**config.mk**
```make
export PLATFORM = sky130hd
export DESIGN_NAME = cp0_timer_intc
export DESIGN_NICKNAME = d
export VERILOG_FILES = /design/src/rtl/cp0_timer_intc.sv
export SDC_FILE = /design/constraint.sdc
export NUM_CORES = 1
export LEC_CHECK = 0
export BUFFER_PORTS_ARGS = -buffer_cell sky130_fd_sc_hd__buf_2
export CAP_MARGIN = 20
export CORE_UTILIZATION = 40
export DETAILED_ROUTE_END_ITERATION = 6
export SYNTH_ARGS = -nofsm -noshare
export SYNTH_HDL_FRONTEND = slang
export SYNTH_SLANG_ARGS = --single-unit
```
**constraint.sdc**
```tcl
create_clock -name clk -period 4.12 [get_ports clk]
set_input_delay 0.618 -clock clk [delete_from_list [all_inputs] [get_ports clk]]
set_output_delay 0.618 -clock clk [all_outputs]
set_load 0.02 [all_outputs]
```
**src/rtl/cp0_timer_intc.sv**
```systemverilog
// CP0 Count/Compare timer and Cause interrupt-pending logic.
// Produces the masked interrupt request and the priority vector for the exception stage.
module cp0_timer_intc #(
   parameter int N_EXT       = 6,
   parameter int COUNT_DIV   = 2,
   parameter int SYNC_STAGES = 2
) (
   input  logic             clk,
   input  logic             rst,
   input  logic [N_EXT-1:0] i_ext_int,
   input  logic             i_wen,
   input  logic [4:0]       i_addr,
   input  logic [2:0]       i_sel,
   input  logic [31:0]      i_wdata,
   input  logic             i_status_ie,
   input  logic             i_status_exl,
   input  logic             i_status_erl,
   input  logic [7:0]       i_status_im,
   output logic [31:0]      o_count,
   output logic [31:0]      o_compare,
   output logic [7:0]       o_cause_ip,
   output logic             o_cause_ti,
   output logic             o_cause_dc,
   output logic             o_int_req,
   output logic [2:0]       o_int_vec
);

   localparam int PW = (COUNT_DIV > 1) ? $clog2(COUNT_DIV) : 1;
   localparam logic [PW-1:0] PRESC_MAX = PW'(COUNT_DIV - 1);
   localparam logic [4:0] ADDR_COUNT   = 5'd9;
   localparam logic [4:0] ADDR_COMPARE = 5'd11;
   localparam logic [4:0] ADDR_CAUSE   = 5'd13;

   logic [PW-1:0]    r_presc;
   logic [31:0]      r_count;
   logic [31:0]      r_compare;
   logic             r_ti;
   logic             r_dc;
   logic [1:0]       r_ip_sw;
   logic [N_EXT-1:0] r_sync [SYNC_STAGES];

   logic        w_wr;
   logic        w_wr_count;
   logic        w_wr_compare;
   logic        w_wr_cause;
   logic        w_tick;
   logic        w_run;
   logic [31:0] w_count_inc;
   logic        w_match;
   logic [5:0]  w_ext6;
   logic [7:0]  w_ip;
   logic [7:0]  w_pend;
   logic        w_int_req;
   logic [2:0]  w_vec;

   assign w_wr         = i_wen & (i_sel == 3'd0);
   assign w_wr_count   = w_wr & (i_addr == ADDR_COUNT);
   assign w_wr_compare = w_wr & (i_addr == ADDR_COMPARE);
   assign w_wr_cause   = w_wr & (i_addr == ADDR_CAUSE);

   assign w_tick      = (r_presc == PRESC_MAX);
   assign w_run       = w_tick & ~r_dc;
   assign w_count_inc = r_count + 32'd1;
   // Only a tick-driven increment can raise TI; a Count write landing on Compare cannot.
   assign w_match     = w_run & ~w_wr_count & (w_count_inc == r_compare);

   always_ff @(posedge clk) begin
      if (rst) begin
         r_presc   <= '0;
         r_count   <= '0;
         r_compare <= '0;
         r_ti      <= 1'b0;
         r_dc      <= 1'b0;
         r_ip_sw   <= '0;
      end else begin
         if (w_wr_count)
            r_presc <= '0;
         else if (!r_dc)
            r_presc <= w_tick ? '0 : r_presc + PW'(1);

         if (w_wr_count)
            r_count <= i_wdata;
         else if (w_run)
            r_count <= w_count_inc;

         if (w_wr_compare)
            r_compare <= i_wdata;

         if (w_wr_compare)
            r_ti <= 1'b0;
         else if (w_match)
            r_ti <= 1'b1;

         if (w_wr_cause) begin
            r_ip_sw <= i_wdata[9:8];
            r_dc    <= i_wdata[27];
         end
      end
   end

   always_ff @(posedge clk) begin
      if (rst) begin
         for (int s = 0; s < SYNC_STAGES; s++)
            r_sync[s] <= '0;
      end else begin
         r_sync[0] <= i_ext_int;
         for (int s = 1; s < SYNC_STAGES; s++)
            r_sync[s] <= r_sync[s-1];
      end
   end

   // Unused external positions stay zero so IP bits without a line read 0.
   always_comb begin
      w_ext6            = '0;
      w_ext6[N_EXT-1:0] = r_sync[SYNC_STAGES-1];
   end

   assign w_ip      = {r_ti | w_ext6[5], w_ext6[4:0], r_ip_sw};
   assign w_pend    = w_ip & i_status_im;
   assign w_int_req = i_status_ie & ~i_status_exl & ~i_status_erl & (|w_pend);

   always_comb begin
      w_vec = '0;
      for (int k = 0; k < 8; k++)
         if (w_pend[k])
            w_vec = 3'(k);
   end

   assign o_count    = r_count;
   assign o_compare  = r_compare;
   assign o_cause_ip = w_ip;
   assign o_cause_ti = r_ti;
   assign o_cause_dc = r_dc;
   assign o_int_req  = w_int_req;
   assign o_int_vec  = w_int_req ? w_vec : 3'd0;

endmodule
```
Word-level counts from Yosys, hierarchy flattened. Memories as Yosys holds them, arrays and structs flattened. Cells that the tools add are included.

Word-level logic and storage cells: 52. Output and inout bits: 78. Memories kept: 1. Register bits: 69. Bits of input ports: 60. RAM bits: 12.

$add $sub $neg: 2. Mux-type cells: 16. Bitwise logic cells: 18. Reduce and logical (&&, ||, !) cells: 5. Equality and inequality tests: 4.

Memory list: r_sync (words 2, bits a word 6, rd ports 2, clocked after memory_dff 0, wr ports 2, RTL line 40) `logic [N_EXT-1:0] r_sync [SYNC_STAGES];`.

Operator list (count): $mux 32 (2); $add 32x1->32 const B (1); $eq 32x32->1 (1); $mux 3 (7); $eq 5x4->1 const B (3); $mux 6 (2); $and 1x1->1 (10); $and 8x8->8 (1); $reduce_or 8->1 (1); $mux 1 (5); $not 1->1 (4); $reduce_or 2->1 (2); $logic_not 3->1 (1); $or 1x1->1 (3); $reduce_bool 2->1 (1); $add 1x1->1 const B (1).

Longest topological paths before layout. An unclocked memory read counts as a cell.

Depth after elaboration: 11. Gate-level depth with buffers: 9. Mapped depth without buffers: 8.

Least setup slack after synthesis. No wires, ideal clock.

Kind: reg2reg. From: reg r_count[0], in the netlist o_count[0]. To: reg r_ti, in the netlist o_cause_ti. Period minus slack after synthesis: 2.941 ns. Required time: 4.063 ns. Buffers on the path: 0. Slack: 1.179 ns. Library setup time: 0.057 ns. Cell stages (with the launch flop): 9. Arrival: 2.883 ns. Cells stage by stage: dfxtp_1 -> ha_1 -> nand4_4 -> or4_4 -> or3_4 -> and3b_1 -> or4_4 -> nor4_2 -> a21o_1.

Cells in the longest elaborated chain, start to end: 3.

Ends and longest elaborated chain: from (decl) (RTL line 35) `logic [31:0] r_count;`; from (signal assigned) (RTL line 82) `r_count <= i_wdata;`; from (signal assigned) (RTL line 84) `r_count <= w_count_inc;`; $add 32x1->32 (RTL line 63) `assign w_count_inc = r_count + 32'd1;`; $eq 32x32->1 (RTL line 65) `assign w_match = w_run & ~w_wr_count & (w_count_inc == r_compare);`; $and 1x1->1 (RTL line 65); to (signal assigned) (RTL line 72) `r_ti <= 1'b0;`; to (signal assigned) (RTL line 90) `r_ti <= 1'b0;`; to (signal assigned) (RTL line 92) `r_ti <= 1'b1;`; to (decl) (RTL line 37) `logic r_ti;`.

No other way between the ends. A chain may end at the register's enable or synchronous reset.

Final worst setup path. Ends and elaborated chain as after synthesis.

==> impl_summary.log <==
[metrics] skew final: slightly above 0.008 ns
[metrics] core area: 11080 sq um
[metrics] data required time at the worst endpoint: ~4.4 ns
[metrics] critical path data arrival time: 3.30 ns
[metrics] Peak supply drop: 283.2 uV
[metrics] Antenna Cells: 0
[metrics] clock buffer count from CTS: 9
[metrics] startpoint-to-endpoint class of the critical path: register to register
[metrics] Die Outline Area: 12000 sq um
[metrics] Critical Path Sink Type: register
[metrics] post-synthesis net count: 633
[metrics] total wire length: 13.27 mm
[metrics] worst-path cell chain: ha_1 -> nand4_4 -> or4_4 -> or3_4 -> and3b_1 -> or4_4 -> nor4_2 -> a21o_1
[metrics] worst hold path class: register to register
[metrics] final hold violation count: 0
[metrics] Distinct cells, synth: 63
[metrics] antenna violations before repair: 0
[metrics] global-route wire length before repair: 21.27 mm
[metrics] final worst path period need: between 3 and 4 ns
[metrics] final estimated routing congestion in global placement: 0.8624
[metrics] number of violations reported at the end of detailed-routing iteration 0: ~240
[metrics] fraction of the yosys area taken by sequential cells: 35.04%
[metrics] root buffer cell: sky130_fd_sc_hd__clkbuf_16
[metrics] TritonCTS clock tree: done
[metrics] number of nets in the finished design: between 700 and 800
[metrics] Crit-path slowest cell: sky130_fd_sc_hd__or4_4
[metrics] number of warnings printed during yosys synthesis: 0
[metrics] outcome: complete, no violations
[metrics] Top cell by count, worst path: sky130_fd_sc_hd__or4_4
[metrics] vertical extent of the die: 109.6 microns
[metrics] clock transition at the register clock pins on the worst setup and hold paths after CTS: 0.06 ns
[metrics] latest clock arrival within the worst-skew pair: 0.35 ns
[metrics] fill cell total of the finished layout: 1122
[metrics] post-route DRC violation count: 0
[metrics] synthesized cell area: 4628 sq um
[metrics] Worst Setup Start Kind: register
[metrics] highest achievable clock rate: 332.4 MHz
[metrics] CTS resizes: 0
[metrics] largest driver fanout on the critical path: 7
[metrics] vias in the first global route: between 4000 and 5000
[metrics] max-cap viol count: 0
[metrics] setup bufs post-CTS: 0
[metrics] post-detailed-placement half-perimeter wirelength: 9.794 mm
[metrics] primary flip-flop cell chosen by synthesis mapping: sky130_fd_sc_hd__dfxtp_1
[metrics] DIE WIDTH: about 110 microns
[metrics] final std cell area, no fill: 5568 sq um
[metrics] standby leakage power: 2.285 nW
[metrics] Pwr Total: 0.001778 W
[metrics] number of buffers added on ports: 137
[metrics] most used cells in the layout excluding fill and tap cells: sky130_fd_sc_hd__buf_2 (137), sky130_fd_sc_hd__nand2_1 (92), sky130_fd_sc_hd__dfxtp_1 (81), sky130_fd_sc_hd__nor2_1 (50), sky130_fd_sc_hd__xnor2_1 (44)
[metrics] headroom to the max-slew limit: approximately a third
[metrics] share of the synthesized area in the top cell type: 35.04%
[metrics] biggest area consumer among synthesized cells: sky130_fd_sc_hd__dfxtp_1
[metrics] total of hold buffers inserted after clock tree synthesis: 0
[metrics] most frequent standard cell in the layout excluding fill and tap cells: sky130_fd_sc_hd__buf_2
[metrics] total of endpoints with negative setup slack in the final report: 0
[metrics] overall via count from detail_route: approximately 4400
[metrics] syn avg cell area: about 8 sq um
[metrics] ratio of final minimum period to clock period: 73.03%
[metrics] per-cell via count in the routed design: around 5.4
[metrics] clock net sink count: 81
[metrics] synthesized instance count: 572
[metrics] leading cell types by total area after synthesis: sky130_fd_sc_hd__dfxtp_1 (35%), sky130_fd_sc_hd__xnor2_1 (8.3%), sky130_fd_sc_hd__nand2_1 (7.5%)
[metrics] largest net degree at the start of global routing: 81
[metrics] pin slew with the least headroom to its limit: 0.9834 ns
[metrics] Site Rows: 38
[metrics] layout overhead on the synthesized area: 20.30%
[metrics] pwr dens: 319.3 nW/um^2
[metrics] maximum level of the CTS H-tree: 3
[metrics] pins over their slew limit: 0
[metrics] global route overflow: 0
[metrics] total routing usage reported by global routing: 23.15%
[metrics] number of iterations in the first detailed-routing pass: 4
[metrics] cell area after placement: 5246 sq um
[metrics] worst-case clock buffer depth: 2
[metrics] number of storage elements in the synthesis netlist: 81
[metrics] Routed wire per std cell: ~16 microns
[metrics] number of top-level pins: ~140
[metrics] fraction of registers with async set/reset: 0%
[metrics] Initial Util: between 40% and 50%
[metrics] total negative slack for setup checks: 0 ns
[metrics] remaining number of nets flagged by the antenna check after routing: 0
[metrics] Post-synth EDFFs: 0
[metrics] biggest cell delay along the critical path: 0.58 ns
[metrics] fraction of layout instances using a drive strength above 1: 25.88%
[metrics] unrepaired setup endpoints after global routing: false
[critical path: cells and delay by family (launching register included)]
kind | cells | cell delay, ns
AND/OR/NAND/NOR | 6 | 2.01
flip-flops | 1 | 0.46
adder cells (fa/ha/maj) | 1 | 0.34
AO/OA/AOI/OAI | 1 | 0.14
[area by class of cell]
class | count | area, sq um | area share, %
multi-input combinational | 443 | 2723 | 48.90
sequential | 81 | 1622 | 29.12
tap | 140 | 175.2 | 3.146
timing repair buffer | 141 | 715.7 | 12.85
inverter | 3 | 11.26 | 0.2022
clock buffer | 11 | 242.7 | 4.360
clock inverter | 5 | 78.83 | 1.416
[metal layers]
| metal | wire [microns] | global-route usage [%] |
|---|---|---|
| met1 | 6143 | 30.83 |
| met2 | 6241 | 36.57 |
| met3 | 688 | 5.157 |
| met4 | 197 | 8.476 |
| met5 | 0 | 0 |
[path summary, 6_finish.rpt]
kind	slack, ns	cells after the start	endpoint	startpoint
worst min register to register	0.43	1	r_sync[0][8]$_SDFF_PP0_	r_sync[0][2]$_SDFF_PP0_
worst max-delay path	1.11	8	o_cause_ti$_SDFFE_PP0P_	o_count[0]$_SDFFE_PP0P_
worst max register to register	1.11	8	o_cause_ti$_SDFFE_PP0P_	o_count[0]$_SDFFE_PP0P_
worst min-delay path	0.43	1	r_sync[0][8]$_SDFF_PP0_	r_sync[0][2]$_SDFF_PP0_
[cell families after synthesis]
family          after synthesis  synth area share (%)
compound gates              104                 14.82
flops                        81                 35.04
simple gates                263                 29.36
xor+xnor                     74                 14.00
fa+ha+maj                     1                0.2703
mux                           1                0.2433
buf+inv                      48                 6.272
[synthesized netlist by cell type, drive strengths merged, types with 2 or more instances]
cell	number
o211ai	2
buf	13
nor3b	2
nor3	15
a21oi	36
dfxtp	81
nand2b	7
and3	5
nand3	23
nor2b	14
or4	5
nand4	16
nor4	8
a21o	3
and2	4
or2	2
o21ai	7
nand2	92
or3	4
xor2	30
a211oi	36
and3b	3
and4	9
a31o	2
nor2	50
a31oi	3
xnor2	44
clkbuf	32
a22oi	3
inv	3
[where the power goes]
group          switching (W)  total, W  internal [W]  leakage (nW)
logic              0.0000606  0.000104     0.0000435          1.47
clock network       0.000326  0.000873      0.000546         0.159
registers         0.00000834  0.000801      0.000793         0.656
[stage by stage]
stage	std cells	hold WS, ns	utilization [%]	setup WS [ns]
3_3_place_gp	808	0.4198	47.36	1.209
4_1_cts	824	0.4346	50.26	1.113
3_5_place_dp	808	0.4204	47.36	1.135
5_1_grt	824	0.4588	50.26	0.9178
6_report	824	0.4336	50.26	1.111
2_1_floorplan	572	0.4138	-	1.179
[registers in the layout, summed over array words and instances, names as in the netlist]
register / cells
o_compare: 32
o_cause_ti: 1
r_presc: 1
o_count: 32
r_ip_sw: 2
o_cause_dc: 1
r_sync: 12
Power figures use the tool's default switching activity.
